## src/rtl/fifo_ms_read_arb_pkg.sv

```systemverilog
// Shared types and constants for the multi-stream FIFO read arbiter.
package fifo_ms_arb_pkg;

    // Arbiter FSM: ARB searches for a new flux, BURST continues the current one.
    typedef enum logic [0:0] {
        ARB   = 1'b0,
        BURST = 1'b1
    } arb_state_t;

    // Width of each per-flux pop counter.
    localparam int GCNT_W = 16;

endpackage

```

## src/rtl/fifo_ms_read_arb_if.sv

```systemverilog
// FIFO read port plus valid/ready output stage of the multi-stream read arbiter.
// master: the arbiter; slave: the FIFO and downstream consumer side.
interface fifo_ms_read_arb_if #(
    parameter int DATA_WIDTH = 8,
    parameter int FLUX       = 2
);
    localparam int TAG_WIDTH = $clog2(FLUX);

    logic [FLUX-1:0]                 empty;
    logic [TAG_WIDTH+DATA_WIDTH-1:0] fifo_dout;
    logic [FLUX-1:0]                 read;
    logic [DATA_WIDTH-1:0]           out_data;
    logic [TAG_WIDTH-1:0]            out_tag;
    logic                            out_valid;
    logic                            out_ready;

    modport master (
        input  empty,
        input  fifo_dout,
        input  out_ready,
        output read,
        output out_data,
        output out_tag,
        output out_valid
    );

    modport slave (
        output empty,
        output fifo_dout,
        output out_ready,
        input  read,
        input  out_data,
        input  out_tag,
        input  out_valid
    );
endinterface

```

## src/rtl/fifo_ms_read_arb_rr_pick.sv

```systemverilog
// Combinational round-robin picker: first set request at or after `start`,
// wrapping modulo FLUX.
module rr_pick #(
    parameter int FLUX  = 2,
    parameter int IDX_W = $clog2(FLUX)
) (
    input  logic [FLUX-1:0]  req,
    input  logic [IDX_W-1:0] start,
    output logic [FLUX-1:0]  gnt,
    output logic [IDX_W-1:0] idx,
    output logic             valid
);

    // Scan FLUX positions starting at `start`, keep the first hit.
    always_comb begin
        int j;
        logic [IDX_W-1:0] jj;
        gnt   = '0;
        idx   = '0;
        valid = 1'b0;
        j     = 0;
        jj    = '0;
        for (int i = 0; i < FLUX; i++) begin
            j = int'(start) + i;
            if (j >= FLUX) begin
                j = j - FLUX;
            end
            jj = IDX_W'(j);
            if (!valid && req[jj]) begin
                valid   = 1'b1;
                gnt[jj] = 1'b1;
                idx     = jj;
            end
        end
    end

endmodule

```

## src/rtl/fifo_ms_read_arb.sv

```systemverilog
// Read-side scheduler for the multi-stream FIFO: round-robin across fluxes with
// bounded bursts, popping one word per cycle into a registered valid/ready stage.
// Optional build macro FIFO_MS_ARB_STATS_EN enables saturating per-flux pop counters;
// without it grant_cnt is tied to zero.
module fifo_ms_read_arb
    import fifo_ms_arb_pkg::*;
#(
    parameter int DATA_WIDTH = 8,
    parameter int FLUX       = 2,
    parameter int MAX_BURST  = 4,
    parameter int TAG_WIDTH  = $clog2(FLUX)
) (
    input  logic                     clk,
    input  logic                     rst,
    fifo_ms_read_arb_if.master       bus,
    input  logic [FLUX-1:0]          flux_en,
    output logic [FLUX*GCNT_W-1:0]   grant_cnt
);

    localparam int BCW = $clog2(MAX_BURST + 1);

    arb_state_t            state_q;
    logic [TAG_WIDTH-1:0]  cur_q;
    logic [TAG_WIDTH-1:0]  last_q;
    logic [BCW-1:0]        burst_q;
    logic [DATA_WIDTH-1:0] out_data_q;
    logic [TAG_WIDTH-1:0]  out_tag_q;
    logic                  out_valid_q;

    logic [FLUX-1:0]       cand;
    logic [FLUX-1:0]       pick_gnt;
    logic [TAG_WIDTH-1:0]  pick_idx;
    logic                  pick_valid;
    logic [TAG_WIDTH-1:0]  start_idx;
    logic [TAG_WIDTH-1:0]  g;
    logic [FLUX-1:0]       read_vec;
    logic                  can_load;
    logic                  cont;
    logic                  grant;
    logic                  pop;

    assign cand     = ~bus.empty & flux_en;
    assign can_load = !out_valid_q || bus.out_ready;

    // Search origin is the flux after the last one served, wrapping.
    always_comb begin
        if (last_q == TAG_WIDTH'(FLUX - 1)) begin
            start_idx = '0;
        end else begin
            start_idx = last_q + TAG_WIDTH'(1);
        end
    end

    rr_pick #(
        .FLUX  (FLUX),
        .IDX_W (TAG_WIDTH)
    ) u_rr_pick (
        .req   (cand),
        .start (start_idx),
        .gnt   (pick_gnt),
        .idx   (pick_idx),
        .valid (pick_valid)
    );

    assign cont  = (state_q == BURST) && cand[cur_q] && (burst_q < BCW'(MAX_BURST));
    assign g     = cont ? cur_q : pick_idx;
    assign grant = cont || pick_valid;
    // Reset gates the Mealy strobe so the FIFO never pops while held in reset.
    assign pop   = grant && can_load && rst;

    // One-hot pop strobe to the FIFO.
    always_comb begin
        read_vec = '0;
        if (pop) begin
            read_vec = cont ? (FLUX'(1) << cur_q) : pick_gnt;
        end
    end

    assign bus.read      = read_vec;
    assign bus.out_data  = out_data_q;
    assign bus.out_tag   = out_tag_q;
    assign bus.out_valid = out_valid_q;

    // Arbiter state and output register; everything holds under backpressure.
    always_ff @(posedge clk or negedge rst) begin
        if (!rst) begin
            state_q     <= ARB;
            cur_q       <= '0;
            last_q      <= TAG_WIDTH'(FLUX - 1);
            burst_q     <= '0;
            out_data_q  <= '0;
            out_tag_q   <= '0;
            out_valid_q <= 1'b0;
        end else if (can_load) begin
            if (grant) begin
                out_data_q  <= bus.fifo_dout[DATA_WIDTH-1:0];
                out_tag_q   <= g;
                out_valid_q <= 1'b1;
                last_q      <= g;
                if (cont) begin
                    burst_q <= burst_q + BCW'(1);
                end else begin
                    cur_q   <= g;
                    burst_q <= BCW'(1);
                    state_q <= (MAX_BURST == 1) ? ARB : BURST;
                end
            end else begin
                out_valid_q <= 1'b0;
                state_q     <= ARB;
            end
        end
    end

    // The FIFO must present the word of the flux being popped.
    tag_match: assert property (@(posedge clk) disable iff (!rst)
        pop |-> (bus.fifo_dout[TAG_WIDTH+DATA_WIDTH-1:DATA_WIDTH] == g));

`ifdef FIFO_MS_ARB_STATS_EN
    for (genvar f = 0; f < FLUX; f++) begin : g_cnt
        logic [GCNT_W-1:0] cnt_q;

        // Saturating pop counter for flux f; only reset clears it.
        always_ff @(posedge clk or negedge rst) begin
            if (!rst) begin
                cnt_q <= '0;
            end else if (read_vec[f] && (cnt_q != '1)) begin
                cnt_q <= cnt_q + GCNT_W'(1);
            end
        end

        assign grant_cnt[f*GCNT_W +: GCNT_W] = cnt_q;
    end
`else
    assign grant_cnt = '0;
`endif

endmodule

```

## src/flat_wrapper.sv

```systemverilog
// flat-port wrapper written by rule: the top's interface ports become plain ports
module fifo_ms_read_arb_flat import fifo_ms_arb_pkg::*;
#(
    parameter int DATA_WIDTH = 8,
    parameter int FLUX       = 2,
    parameter int MAX_BURST  = 4,
    parameter int TAG_WIDTH  = $clog2(FLUX)
)
  (clk, rst, flux_en, grant_cnt, bus_empty, bus_fifo_dout, bus_out_ready, bus_read, bus_out_data, bus_out_tag, bus_out_valid);
  fifo_ms_read_arb_if #(.DATA_WIDTH(DATA_WIDTH), .FLUX(FLUX)) bus_i ();
  input  logic clk;
  input  logic rst;
  input  logic [FLUX-1:0] flux_en;
  output logic [FLUX*GCNT_W-1:0] grant_cnt;
  input wire logic [$bits(bus_i.empty)-1:0] bus_empty;
  input wire logic [$bits(bus_i.fifo_dout)-1:0] bus_fifo_dout;
  input wire logic [$bits(bus_i.out_ready)-1:0] bus_out_ready;
  output wire logic [$bits(bus_i.read)-1:0] bus_read;
  output wire logic [$bits(bus_i.out_data)-1:0] bus_out_data;
  output wire logic [$bits(bus_i.out_tag)-1:0] bus_out_tag;
  output wire logic [$bits(bus_i.out_valid)-1:0] bus_out_valid;
  assign bus_i.empty = bus_empty;
  assign bus_i.fifo_dout = bus_fifo_dout;
  assign bus_i.out_ready = bus_out_ready;
  assign bus_read = bus_i.read;
  assign bus_out_data = bus_i.out_data;
  assign bus_out_tag = bus_i.out_tag;
  assign bus_out_valid = bus_i.out_valid;
  fifo_ms_read_arb #(.DATA_WIDTH(DATA_WIDTH), .FLUX(FLUX), .MAX_BURST(MAX_BURST), .TAG_WIDTH(TAG_WIDTH)) u_core (.clk(clk), .rst(rst), .bus(bus_i), .flux_en(flux_en), .grant_cnt(grant_cnt));
endmodule
```

## config.mk

```make
export PLATFORM = sky130hd
export DESIGN_NAME = fifo_ms_read_arb_flat
export DESIGN_NICKNAME = d
export VERILOG_FILES = /design/src/rtl/fifo_ms_read_arb_pkg.sv /design/src/rtl/fifo_ms_read_arb_if.sv /design/src/rtl/fifo_ms_read_arb_rr_pick.sv /design/src/rtl/fifo_ms_read_arb.sv /design/src/flat_wrapper.sv
export SDC_FILE = /design/constraint.sdc
export NUM_CORES = 1
export LEC_CHECK = 0
export CORE_MARGIN = 2
export CORE_UTILIZATION = 37
export DETAILED_ROUTE_END_ITERATION = 8
export GPL_TIMING_DRIVEN = 0
export PLACE_DENSITY = 0.85
export SKIP_CTS_REPAIR_TIMING = 1
export SLEW_MARGIN = 5
export SYNTH_ARGS = -nofsm -noshare
export SYNTH_HDL_FRONTEND = slang
export SYNTH_SLANG_ARGS = --single-unit
export TNS_END_PERCENT = 5
```

## constraint.sdc

```tcl
create_clock -name clk -period 1.5 [get_ports clk]
set_input_delay 0.3 -clock clk [delete_from_list [all_inputs] [get_ports clk]]
set_output_delay 0.3 -clock clk [all_outputs]
set_load 0.02 [all_outputs]
```

* Yosys cells after proc, flatten, opt, wreduce, memory -nomap -nowiden
Cells that the tools add are included.
Storage, ports and cells: ROM bits 0, RAM bits 0, memories 0, logic and storage cells 66, bits of input ports 16, latch bits 0, register bits 16, output and inout bits 44
Cells by class: divide/modulo/power cells 0, add/subtract/negate cells 5, shift-type cells 1, reductions and logical operators 14, muxes and demuxes 26, multipliers 0, $lt $le $gt $ge 8, bitwise gates (word level) 4, equal/unequal tests 1
Operators by type and width (number):
- 1-bit 2-to-1 mux | 19
- 2-bit 2-to-1 mux | 4
- 1-bit logical AND | 7
- 1-bit by 2-bit less-than comparator with 1-bit output, second input constant | 3
- 2-bit AND reduction | 2
- 3-bit by 1-bit adder with 3-bit output, second input constant | 1
- 3-bit less-than comparator, second input constant | 1
- 3-bit 2-to-1 mux | 1
- 3-bit AND reduction | 1
- 1-bit by 1-bit adder with 2-bit output, second input constant | 1
- 2-bit bitwise AND | 1
- 1-bit demux with 1-bit select | 2
- 1-bit >= comparator, second input constant | 2
- 1-bit by 2-bit >= comparator with 1-bit output, second input constant | 1
- 2-bit >= comparator, second input constant | 1
- 1-bit logical NOT | 2
- 1-bit logical OR | 2
- 2-bit != test, second input constant | 1
- 2-bit NOT | 1
- 2-bit bitwise OR | 1
- 1-bit by 1-bit << shifter with 2-bit output, first input constant | 1
- 1-bit subtractor, second input constant | 2
- 1-bit adder, second input constant | 1
- 1-bit NOT | 1

* Longest topological paths before layout
depth in word-level cells 14, depth in mapped cells 5, depth with buffers taken out 4

* Hierarchy
A second synthesis with hierarchy kept.
Unflattened totals: cell total of the unflattened synthesis 97, area total of the unflattened synthesis 1046.0 um2
Modules (own cells, without submodules):
- fifo_ms_read_arb | cells an instance 92, sequential area each 401.6 um2, area each 1013.5 um2, times used 1
- rr_pick | cells an instance 5, sequential area each 0.0 um2, area each 32.5 um2, times used 1

* Least setup slack after synthesis
OpenSTA, ideal clock, no wires.
path type reg-to-output, start register u_core.out_valid_q (netlist: u_core.bus.out_valid), end output bus_read[0], data required time 1.200 ns, data arrival time 1.405 ns, stages on the path, launching flop included 5, path buffers 0, setup slack -0.205 ns, path through dfrtp_1 nand2b_4 a21boi_4 nand2_2 nor4_2
Between the ends: cells in the longest elaborated chain, start to end 5
RTL lines:
- start, declared | line fifo_ms_read_arb.sv:28 | logic out_valid_q;
- start signal, assigned | line fifo_ms_read_arb.sv:93 | out_valid_q <= 1'b0;
- start signal, assigned | line fifo_ms_read_arb.sv:98 | out_valid_q <= 1'b1;
- start signal, assigned | line fifo_ms_read_arb.sv:108 | out_valid_q <= 1'b0;
- 1-bit logical NOT | line fifo_ms_read_arb.sv:43 | assign can_load = !out_valid_q || bus.out_ready;
- 1-bit logical OR | line fifo_ms_read_arb.sv:43
- 1-bit logical AND (2 in a row) | line fifo_ms_read_arb.sv:69 | assign pop = grant && can_load && rst;
- 2-bit 2-to-1 mux | line fifo_ms_read_arb.sv:74 | if (pop) begin
- end, declared | line flat_wrapper.sv:18 | output wire logic [$bits(bus_i.read)-1:0] bus_read;
No other way between the ends.

* Final worst setup path
Same ends and word-level chain as after synthesis.

==> results.txt <==
----------------------------------------------------
[Outcome]
  Failing checks ... setup timing
  Outcome ... complete, but fails checks

[Critical path]
  Required @ worst endpoint ... 1.20 ns
  Critical path class ... reg -> out
  CP delay by family, top ... flip-flops
  Arrival time of the worst setup path ... 1.52 ns
  Worst Setup End Kind ... output port
  Maximum fanout along the worst path ... 4
  Highest cell delay on the worst timing path ... 0.43 ns
  Element type at the critical path start ... flip-flop
  Critical Path, Cell by Cell ... nand2b_4 -> a21boi_4 -> nand2_2 -> nor4_4 -> buf_4
  Crit-path slowest cell ... dfrtp_2
  Crit path buffers/inverters ... 1

[Routing]
  Number of DRC markers in iteration 0 ... 4
  Drt first pass iters ... 3
  Routed length per instance ... 9.84 µm
  Count of unresolved DRC violations after routing ... 0
  ANT nets after route ... 0
  Total number of vias ... 819
  Sum of routed wire length over all layers ... 2040 µm
  Via count normalized by instance count ... 3.96

[Yosys]
  Proportion of register bits with asynchronous set or reset after synthesis ... 100%
  Number of distinct library cells after synthesis ... 25
  Mux cell area share after synthesis ... 0%
  Top post-synthesis cells by area ... dfrtp_1 37%, buf_4 24%, nand2_1 9.5%
  Yosys top cell by area ... dfrtp_1
  Yosys top cell area share ... 36.6%
  Prevailing post-synth register cell ... dfrtp_1
  Post-Syn Area ... 0.00103 mm²
  Synthesized area per cell ... 9.59 µm²
  Simple-gate share of the synthesized area ... 21.2%
  Number of instances in the synthesized netlist ... 107
  Total of warnings raised by yosys ... 0
  Adder-cell area share of the yosys netlist ... 1.22%
  Area fraction in compound gates after synthesis ... 12.8%
  Main combinational cell family by area after synthesis ... buffers and inverters
  Flop and latch count out of synthesis ... 16
  Count of flip-flops with a built-in enable after synthesis ... 0
  Post-synthesis xor/xnor area fraction ... 0%
  Share of synthesized area occupied by flip-flops and latches ... 39.1%

[STA]
  Count of final setup violators ... 2
  Slew Limit Headroom ... 54.4%
  Min Tclk post-route ... 1.82 ns
  Share of the clock period used by the worst path ... 121%
  RSZ-0062 raised after global routing ... yes
  Fin worst setup slack ... -0.322 ns
  Fmax ... 0.549 GHz
  Final hold violation count ... 0
  Clock skew after layout ... 0.000747 ns
  Worst-Margin Slew ... 0.682 ns
  Final number of max-transition violations ... 0
  Worst Hold Margin ... 0.343 ns

[Floorplanning]
  Initial standard-cell utilization of the core ... 38.2%
  # rows ... 19
  Ports ... 60
  Die boundary width ... 56.7 µm
  Placeable core area ... 0.00269 mm²
  Die height ... 56.7 µm
  Die Area ... 0.00321 mm²

[Clocking]
  CTS tree ... yes
  Clock-pin transition on the worst setup and hold timing paths ... 0.09 ns
  Clock Tree Buf Depth ... 2
  Root buffer selected by CTS ... clkbuf_4
  Number of clock sinks ... 16
  Clock network latency to the later pin of the worst-skew pair ... 0.29 ns
  Number of buffers created by CTS ... 3
  H-tree depth reported by CTS ... 1

[Global routing]
  Final global-route overflow total ... 0
  Pin count of the biggest net entering global routing ... 18
  Number of global-route vias before repair ... 681
  Initial antenna violation count ... 0
  Global-route wire length before repair ... 2950 µm
  Total routing usage reported by global routing ... 11.9%

[Flow run]
  # Max-Cap Violations ... 0

[Power]
  PwrDens ... 869 mW/mm²
  Part of the power in combinational logic ... 39.4%
  Flop pwr share ... 40.2%
  Power dissipated by switching net loads ... 476 µW
  Switching part of the total ... 34.1%
  Clk network pwr share ... 20.4%
  Lkg Pwr ... 0.000974 µW
  Peak VDD IR ... 0.000648 V
  Internal portion of total power ... 921 µW

[Finish]
  Antenna cell count ... 0
  Post-layout net count ... 194
  Non-filler cells in the finished layout ... 207
  Fillcell total ... 239
  Synthesis-to-layout area growth ... 56.6%
  Share of layout cells above drive strength 1 ... 35.8%
  Leading cell types in the layout, fill and taps excluded ... 41 x buf_4, 32 x conb_1, 26 x nand2_1
  Most common library cell in the layout ignoring fill and taps ... buf_4

[Placed design]
  Global placer's final weighted congestion ... 0.811
  Count of buffers inserted at the top-level ports ... 26
  Placed wire-length estimate ... 1440 µm
  Placed cells ... 195

[Min path]
  Type of the worst min-delay path ... in -> reg

----------------------------------------------------
[per-stage QoR]
step / power, µW / util (%) / setup slack (ns) / TNS [ns] / instance area, µm²
2_1_floorplan: 914 / - / -0.0927 / -0.0927 / 1150
3_3_place_gp: 1080 / 54.0 / -1.20 / -3.70 / 1450
3_5_place_dp: 1090 / 54.0 / -1.20 / -3.80 / 1450
4_1_cts: 1380 / 55.4 / -1.20 / -2.96 / 1490
5_1_grt: 1480 / 59.8 / -0.410 / -0.747 / 1610
6_report: 1400 / 59.8 / -0.322 / -0.571 / 1610
[cell usage after synthesis, types with 2 or more instances]
cell type	count
nand2_1	26
a21oi_1	5
a22o_1	2
and2b_4	2
dfrtp_1	15
buf_4	33
nor2_1	4
nand2b_4	3
[layout make-up]
type | count | area (µm²) | area share (%)
Multi-Input combinational cell | 88 | 517 | 32.2
Sequential cell | 16 | 403 | 25.1
Buffer | 34 | 259 | 16.1
Timing Repair Buffer | 34 | 353 | 22.0
Clock buffer | 4 | 36.3 | 2.26
Tap cell | 31 | 38.8 | 2.41
[worst register-to-register path: cells and delay by family (launching register included)]
kind | cells | cell delay, ns
and+or+nand+nor | 1 | 0.08
AOI/OAI and AO/OA | 2 | 0.30
buffers and inverters | 2 | 0.32
DFF | 1 | 0.43
[flip-flops by register name, summed over array words and instances (netlist names)]
| name | cells |
|---|---|
| u_core.burst_q | 3 |
| u_core.bus.out_data | 8 |
| u_core.bus.out_tag | 1 |
| u_core.bus.out_valid | 1 |
| u_core.cur_q | 1 |
| u_core.last_q | 1 |
| u_core.state_q | 1 |
[cells by family (layout without fill, tap and decap cells)]
kind of cell,count (synthesis),in the layout
fa+ha+maj,1,1
flops,16,16
compound gates,14,14
other cells,1,32
simple gates,41,41
buf+inv,34,72
[power groups by stage]
stage          sequential [µW]  combinational (µW)  clock (µW)
6_report                   561                 551         285
3_3_place_gp               564                 519           0
2_1_floorplan              620                 294           0
5_1_grt                    575                 597         307
3_5_place_dp               569                 525           0
4_1_cts                    560                 527         297
[per-layer routing]
| metal | GRT usage, % | part of all wire (%) | up-vias |
|---|---|---|---|
| li1 | - | - | 423 |
| met1 | 13.7 | 38 | 364 |
| met2 | 19.8 | 52 | 29 |
| met3 | 5.76 | 8.5 | 3 |
| met4 | 3.06 | 0.64 | 0 |
| met5 | 0 | 0 | - |
[worst paths after layout]
path,start,to,slack [ns],cells past startpoint
min in group asynchronous,rst,u_core.last_q,0.59,2
max in group asynchronous,rst,u_core.bus.out_valid,0.39,2
min,bus_out_ready,u_core.bus.out_valid,0.34,3
max reg2reg,u_core.bus.out_valid,u_core.cur_q,0.27,5
min reg2reg,u_core.bus.out_data[5],u_core.bus.out_data[5],0.48,2
max,u_core.bus.out_valid,bus_read[0],-0.32,5
Note: power is estimated with default switching activity, not from simulation.
==> variant 1: new RTL, same flow settings <==
`DATA_WIDTH` is set to 8 in 3 places; all go to 10.
--- a/src/rtl/fifo_ms_read_arb_if.sv
+++ b/src/rtl/fifo_ms_read_arb_if.sv
@@ -3,3 +3,3 @@
 interface fifo_ms_read_arb_if #(
-    parameter int DATA_WIDTH = 8,
+    parameter int DATA_WIDTH = 10,
     parameter int FLUX       = 2
--- a/src/rtl/fifo_ms_read_arb.sv
+++ b/src/rtl/fifo_ms_read_arb.sv
@@ -7,3 +7,3 @@
 #(
-    parameter int DATA_WIDTH = 8,
+    parameter int DATA_WIDTH = 10,
     parameter int FLUX       = 2,
--- a/src/flat_wrapper.sv
+++ b/src/flat_wrapper.sv
@@ -3,3 +3,3 @@
 #(
-    parameter int DATA_WIDTH = 8,
+    parameter int DATA_WIDTH = 10,
     parameter int FLUX       = 2,
Interface: changed (resized bus_fifo_dout and bus_out_data); port bits go from 60 to 64. The function was not compared with the original's and may differ.
==> variant 1 against the unedited design <==
The run still ends with negative setup slack left. Worst setup slack better by 0.021 ns. Sequential cell count grew 2. Global-route usage is 0.20 points higher. Critical path type unchanged. First-iteration DRC count grew to 7.3 times the old value. Clock skew up 0.0059 ns. Synthesized area grew 3.0%. Worst hold slack improved by 0.12 ns. Final cell count rose by 8.7%. Synthesized cell count grew 11%. Register-to-register slack lost 0.06 ns. Design area increased by 6.5%. Wire length is 20% higher. Power rose by 10%.
==> variant 1: results (changes against the unedited design) <==
[outcome]
status=complete, but fails checks
failed_checks=negative setup slack

[sta]
setup-violations-final=2  ; unchanged
finClkSkew_ns=0.006692  ; +0.005946 ns
tns_ns=-0.5927  ; -0.02205 ns
worst_pin_slew_ns=0.7601  ; +0.07844 ns
worst_slack_ns=-0.3011  ; +0.02111 ns

[cts]
numCtsBuffers=3  ; unchanged
clock-root-buffer=clkbuf_4
h-tree-depth=1  ; unchanged
clockBufferDepth=2  ; unchanged
path_clk_slew_ns=0.09  ; about the same
clk_latency_ns=0.29  ; about the same

[yosys]
yosysWarnings=0  ; unchanged
synth_area_leaders=dfrtp_1, buf_4, nand2_1
ys_seq_area_share_pct=42.72  ; +3.6 points
syn_area_per_cell_um2=8.885  ; -7.3%
ys.flop_type=dfrtp_1
ys_async_sr_fraction_pct=100.0  ; unchanged
synthTopCellsByCount=buf_4, nand2_1, dfrtp_1
synth_cell_types=22  ; -12%

[setup_path]
r2r_setup_slack_ns=0.21  ; -0.06 ns
cp_slowest_cell=dfrtp_1
cp.arrival_ns=1.50  ; -0.02 ns
crit_fanout=3  ; -1
start_kind=register
cp_top_family=simple AND/OR/NAND/NOR gates
critical_path.max_stage_delay_ns=0.41  ; -0.02 ns

[route]
first_pass_iters=4  ; +1
vias=921  ; +12%
drtIter0Drc=29  ; +25
drt_wl_total_um=2441  ; +20%

[final_layout]
largest_reg_flops=10  ; +2
diodes=0  ; unchanged
fin_cells=225  ; +8.7%
fill_cells=226  ; -5.4%
drive_gt1_share_pct=32.47  ; -3.3 points

[global_routing]
grt_pass1_wl_um=3098  ; +5.2%
antenna_found_initial=0  ; unchanged
grt_max_degree=21  ; +3
grt_pass1_vias=696  ; +2.2%
grt_use_total_pct=12.12  ; +0.20 points

[worst_hold_path]
min_path_type=in -> reg

[placement]
dp_cells=211  ; +8.2%
numPortBuffers=30  ; +15%
gp_congestion=0.6991  ; -14%
dp_hpwl_um=1531  ; +6.5%

[power_and_ir_drop]
irDropWorstVdd_v=0.0006210  ; -4.1%
finalPower_mw=1.542  ; +10%
cellLeakagePower_nw=1.079  ; +11%

[variant 1: cell types whose count changed in the layout (fill, tap and decap cells not counted), moves of 2 or more]
cell,unedited run,this run
and2b_4,2,0
buf_4,41,43
clkdlybuf4s50_1,8,10
dfrtp_1,14,17
dlymetal6s2s_1,15,17
nand2_1,26,33
o21ai_1,0,2
o21ai_4,2,0
[variant 1: cells by family (layout without fill, tap and decap cells)]
logic type / count (synthesis) / after routing / share of synthesized area, %
AND/OR/NAND/NOR: 46 / 46 / 18.82
flip-flops: 18 / 18 / 42.72
AO/OA/AOI/OAI: 17 / 17 / 10.89
other: 1 / 32 / 0.3547
adder cells (fa/ha/maj): 1 / 1 / 1.183
buffers and inverters: 36 / 80 / 26.04
[variant 1: path summary, 6_finish.rpt]
path                                         from                      to  cells after the start
min                                 bus_out_ready    u_core.bus.out_valid                      4
min in group asynchronous                     rst           u_core.last_q                      2
max in group asynchronous                     rst      u_core.bus.out_tag                      2
min reg2reg                u_core.bus.out_data[1]  u_core.bus.out_data[1]                      2
max reg2reg                     u_core.burst_q[2]       u_core.burst_q[0]                      5
max                             u_core.burst_q[2]             bus_read[1]                      5
[variant 1: cell type report]
cell class,count,area [um2],share of cell area [%]
Multi-Input combinational cell,96,496.7,29.02
Sequential cell,18,451.7,26.39
Timing Repair Buffer,40,412.9,24.12
Buffer,36,275.3,16.08
Tap cell,31,38.79,2.266
Clock buffer,4,36.28,2.120
[variant 1: report_power, final]
group          switching (mW)  internal (mW)
Clock                   0.142          0.148
Sequential             0.0649          0.575
Combinational           0.317          0.295
[variant 1: stage by stage]
stage               util (%)  setup slack (ns)  hold slack [ns]  instance area [um2]
detailed placement     55.47            -1.159           0.4658                 1516
finish                 62.61           -0.3011           0.4644                 1712
global route           62.61           -0.3570           0.4510                 1712
global placement       55.47            -1.138           0.4576                 1516
CTS                    56.80            -1.142           0.4900                 1553
floorplan                  -           0.01348         0.004409                 1177
[variant 1: per-layer routing]
| layer | GRT usage [%] | vias up | share of wire [%] |
|---|---|---|---|
| met5 | 0 | - | 0 |
| met4 | 6.977 | 0 | 1.1 |
| met3 | 1.587 | 2 | 7.1 |
| met2 | 19.97 | 42 | 51 |
| met1 | 15.16 | 414 | 40 |
| li1 | - | 463 | - |
[variant 1: worst register-to-register path, stage by stage (launching register included)]
cell,delay (ns)
dfrtp_1,0.41
nor2b_2,0.18
a21boi_4,0.23
buf_4,0.14
o211a_4,0.15
a21oi_1,0.07
==> variant 2: new RTL, config.mk and constraints unchanged <==
Without the edit above. Add a define of `FIFO_MS_ARB_STATS_EN`.
--- a/src/rtl/fifo_ms_read_arb.sv
+++ b/src/rtl/fifo_ms_read_arb.sv
@@ -4,2 +4,4 @@
 // without it grant_cnt is tied to zero.
+`define FIFO_MS_ARB_STATS_EN
+
 module fifo_ms_read_arb
Function: changed (a bounded check fails within 4 cycles, from zero or initial values and one cycle with rst low).
==> variant 2 against the unedited design <==
The run still ends with negative setup slack left. Non-clock buffer count grew 6. Design area increased by 120%. Wire length grew to 2.7 times the old value. Sequential cell count rose by 32. Worst setup slack got worse by 0.31 ns. Synthesized area rose by 130%. Worst hold slack worse by 0.33 ns. Largest power group unchanged. Final cell count grew 82%. Power increased by 140%.
==> variant 2: results (changes against the unedited design) <==
[outcome]
status=complete, but fails checks
failed_checks=negative setup slack

[yosys]
synthTopCellsByCount=dfrtp_1, nand2_1, nand3_1
ys_seq_area_share_pct=51.06  ; +12 points
synth_area_leaders=dfrtp_1, nand2_1, xnor2_1

[global_routing]
grt_max_degree=29  ; +11
grt_use_total_pct=15.12  ; +3.2 points
grt_pass1_vias=1911  ; +180%
grt_pass1_wl_um=8797  ; +200%

[setup_path]
crit_fanout=6  ; +2
cp.arrival_ns=1.83  ; +0.31 ns
cp_slowest_cell=dfrtp_1
critical_path.max_stage_delay_ns=0.40  ; -0.03 ns
cp_top_family=compound AO/OA/AOI/OAI gates
r2r_setup_slack_ns=-0.57  ; -0.84 ns

[worst_hold_path]
min_path_type=in -> async

[floorplanning]
initial_core_util_pct=37.73  ; -0.46 points

[final_layout]
largest_reg_flops=32  ; +24
drive_gt1_share_pct=18.06  ; -18 points
fill_cells=520  ; +120%

[power_and_ir_drop]
combPwrFrac_pct=27.6  ; -12 points
irDropWorstVdd_v=0.0008279  ; +28%
p_clk_share_pct=23.3  ; +2.9 points
p_sw_mw=1.097  ; +130%
pwr_density_cell_mw_per_mm2=982.5  ; +13%
cellLeakagePower_nw=2.062  ; +110%

[sta]
worst_slack_ns=-0.6298  ; -0.3076 ns
slew_headroom_pct=70.00  ; +16 points
setup-violations-final=47  ; +45
finClkSkew_ns=0.008655  ; +0.007909 ns

[route]
drtIter0Drc=87  ; +83
post_drt_wl_per_cell_um=14.60  ; +48%
vias=1941  ; +140%

[placement]
numPortBuffers=58  ; +120%
post-place-ws_ns=-1.331  ; -0.1355 ns

[cts]
clock-root-buffer=clkbuf_8
h-tree-depth=2  ; +1

variant 2: final timing paths:
check / start / end / cells after the start
min in group clk: flux_en[0] / u_core.bus.out_valid / 3
max: u_core.cur_q / bus_read[0] / 6
max reg2reg: u_core.cur_q / u_core.g_cnt[0].cnt_q[13] / 7
min reg2reg: u_core.bus.out_data[6] / u_core.bus.out_data[6] / 2
min: rst / u_core.g_cnt[1].cnt_q[14] / 2
max in group asynchronous: rst / u_core.last_q / 2
variant 2: logic make-up after synthesis:
| family | count (synthesis) | share of synthesized area [%] |
|---|---|---|
| AO/OA/AOI/OAI | 18 | 6.376 |
| XOR/XNOR | 26 | 9.671 |
| adder cells (fa/ha/maj) | 3 | 1.594 |
| buffers and inverters | 10 | 2.179 |
| flip-flops | 48 | 51.06 |
| multiplexers | 4 | 1.913 |
| AND/OR/NAND/NOR | 114 | 27.21 |
variant 2: per-stage QoR:
step	TNS [ns]	hold WS, ns	cell area [um2]
floorplan	-6.113	0.004409	2425
global placement	-149.79	0.4570	3102
detailed placement	-31.22	0.3387	3117
CTS	-22.71	0.008444	3207
global route	-17.47	0.01315	3478
finish	-12.58	0.01123	3478
variant 2: area by class of cell:
type / instances / share of cell area, %
timing repair buffer: 68 / 22.77
tap: 77 / 2.770
inverter: 4 / 0.4317
clock buffer: 8 / 2.590
buffer: 6 / 1.871
multi-input combinational: 165 / 34.93
sequential: 48 / 34.64
variant 2: per-layer routing:
metal	part of all wire, %	global-route usage (%)	vias to the layer above
li1	-	-	929
met1	43	20.10	933
met2	50	24.36	74
met3	6.7	4.649	5
met4	0.93	3.519	0
met5	0	0	-
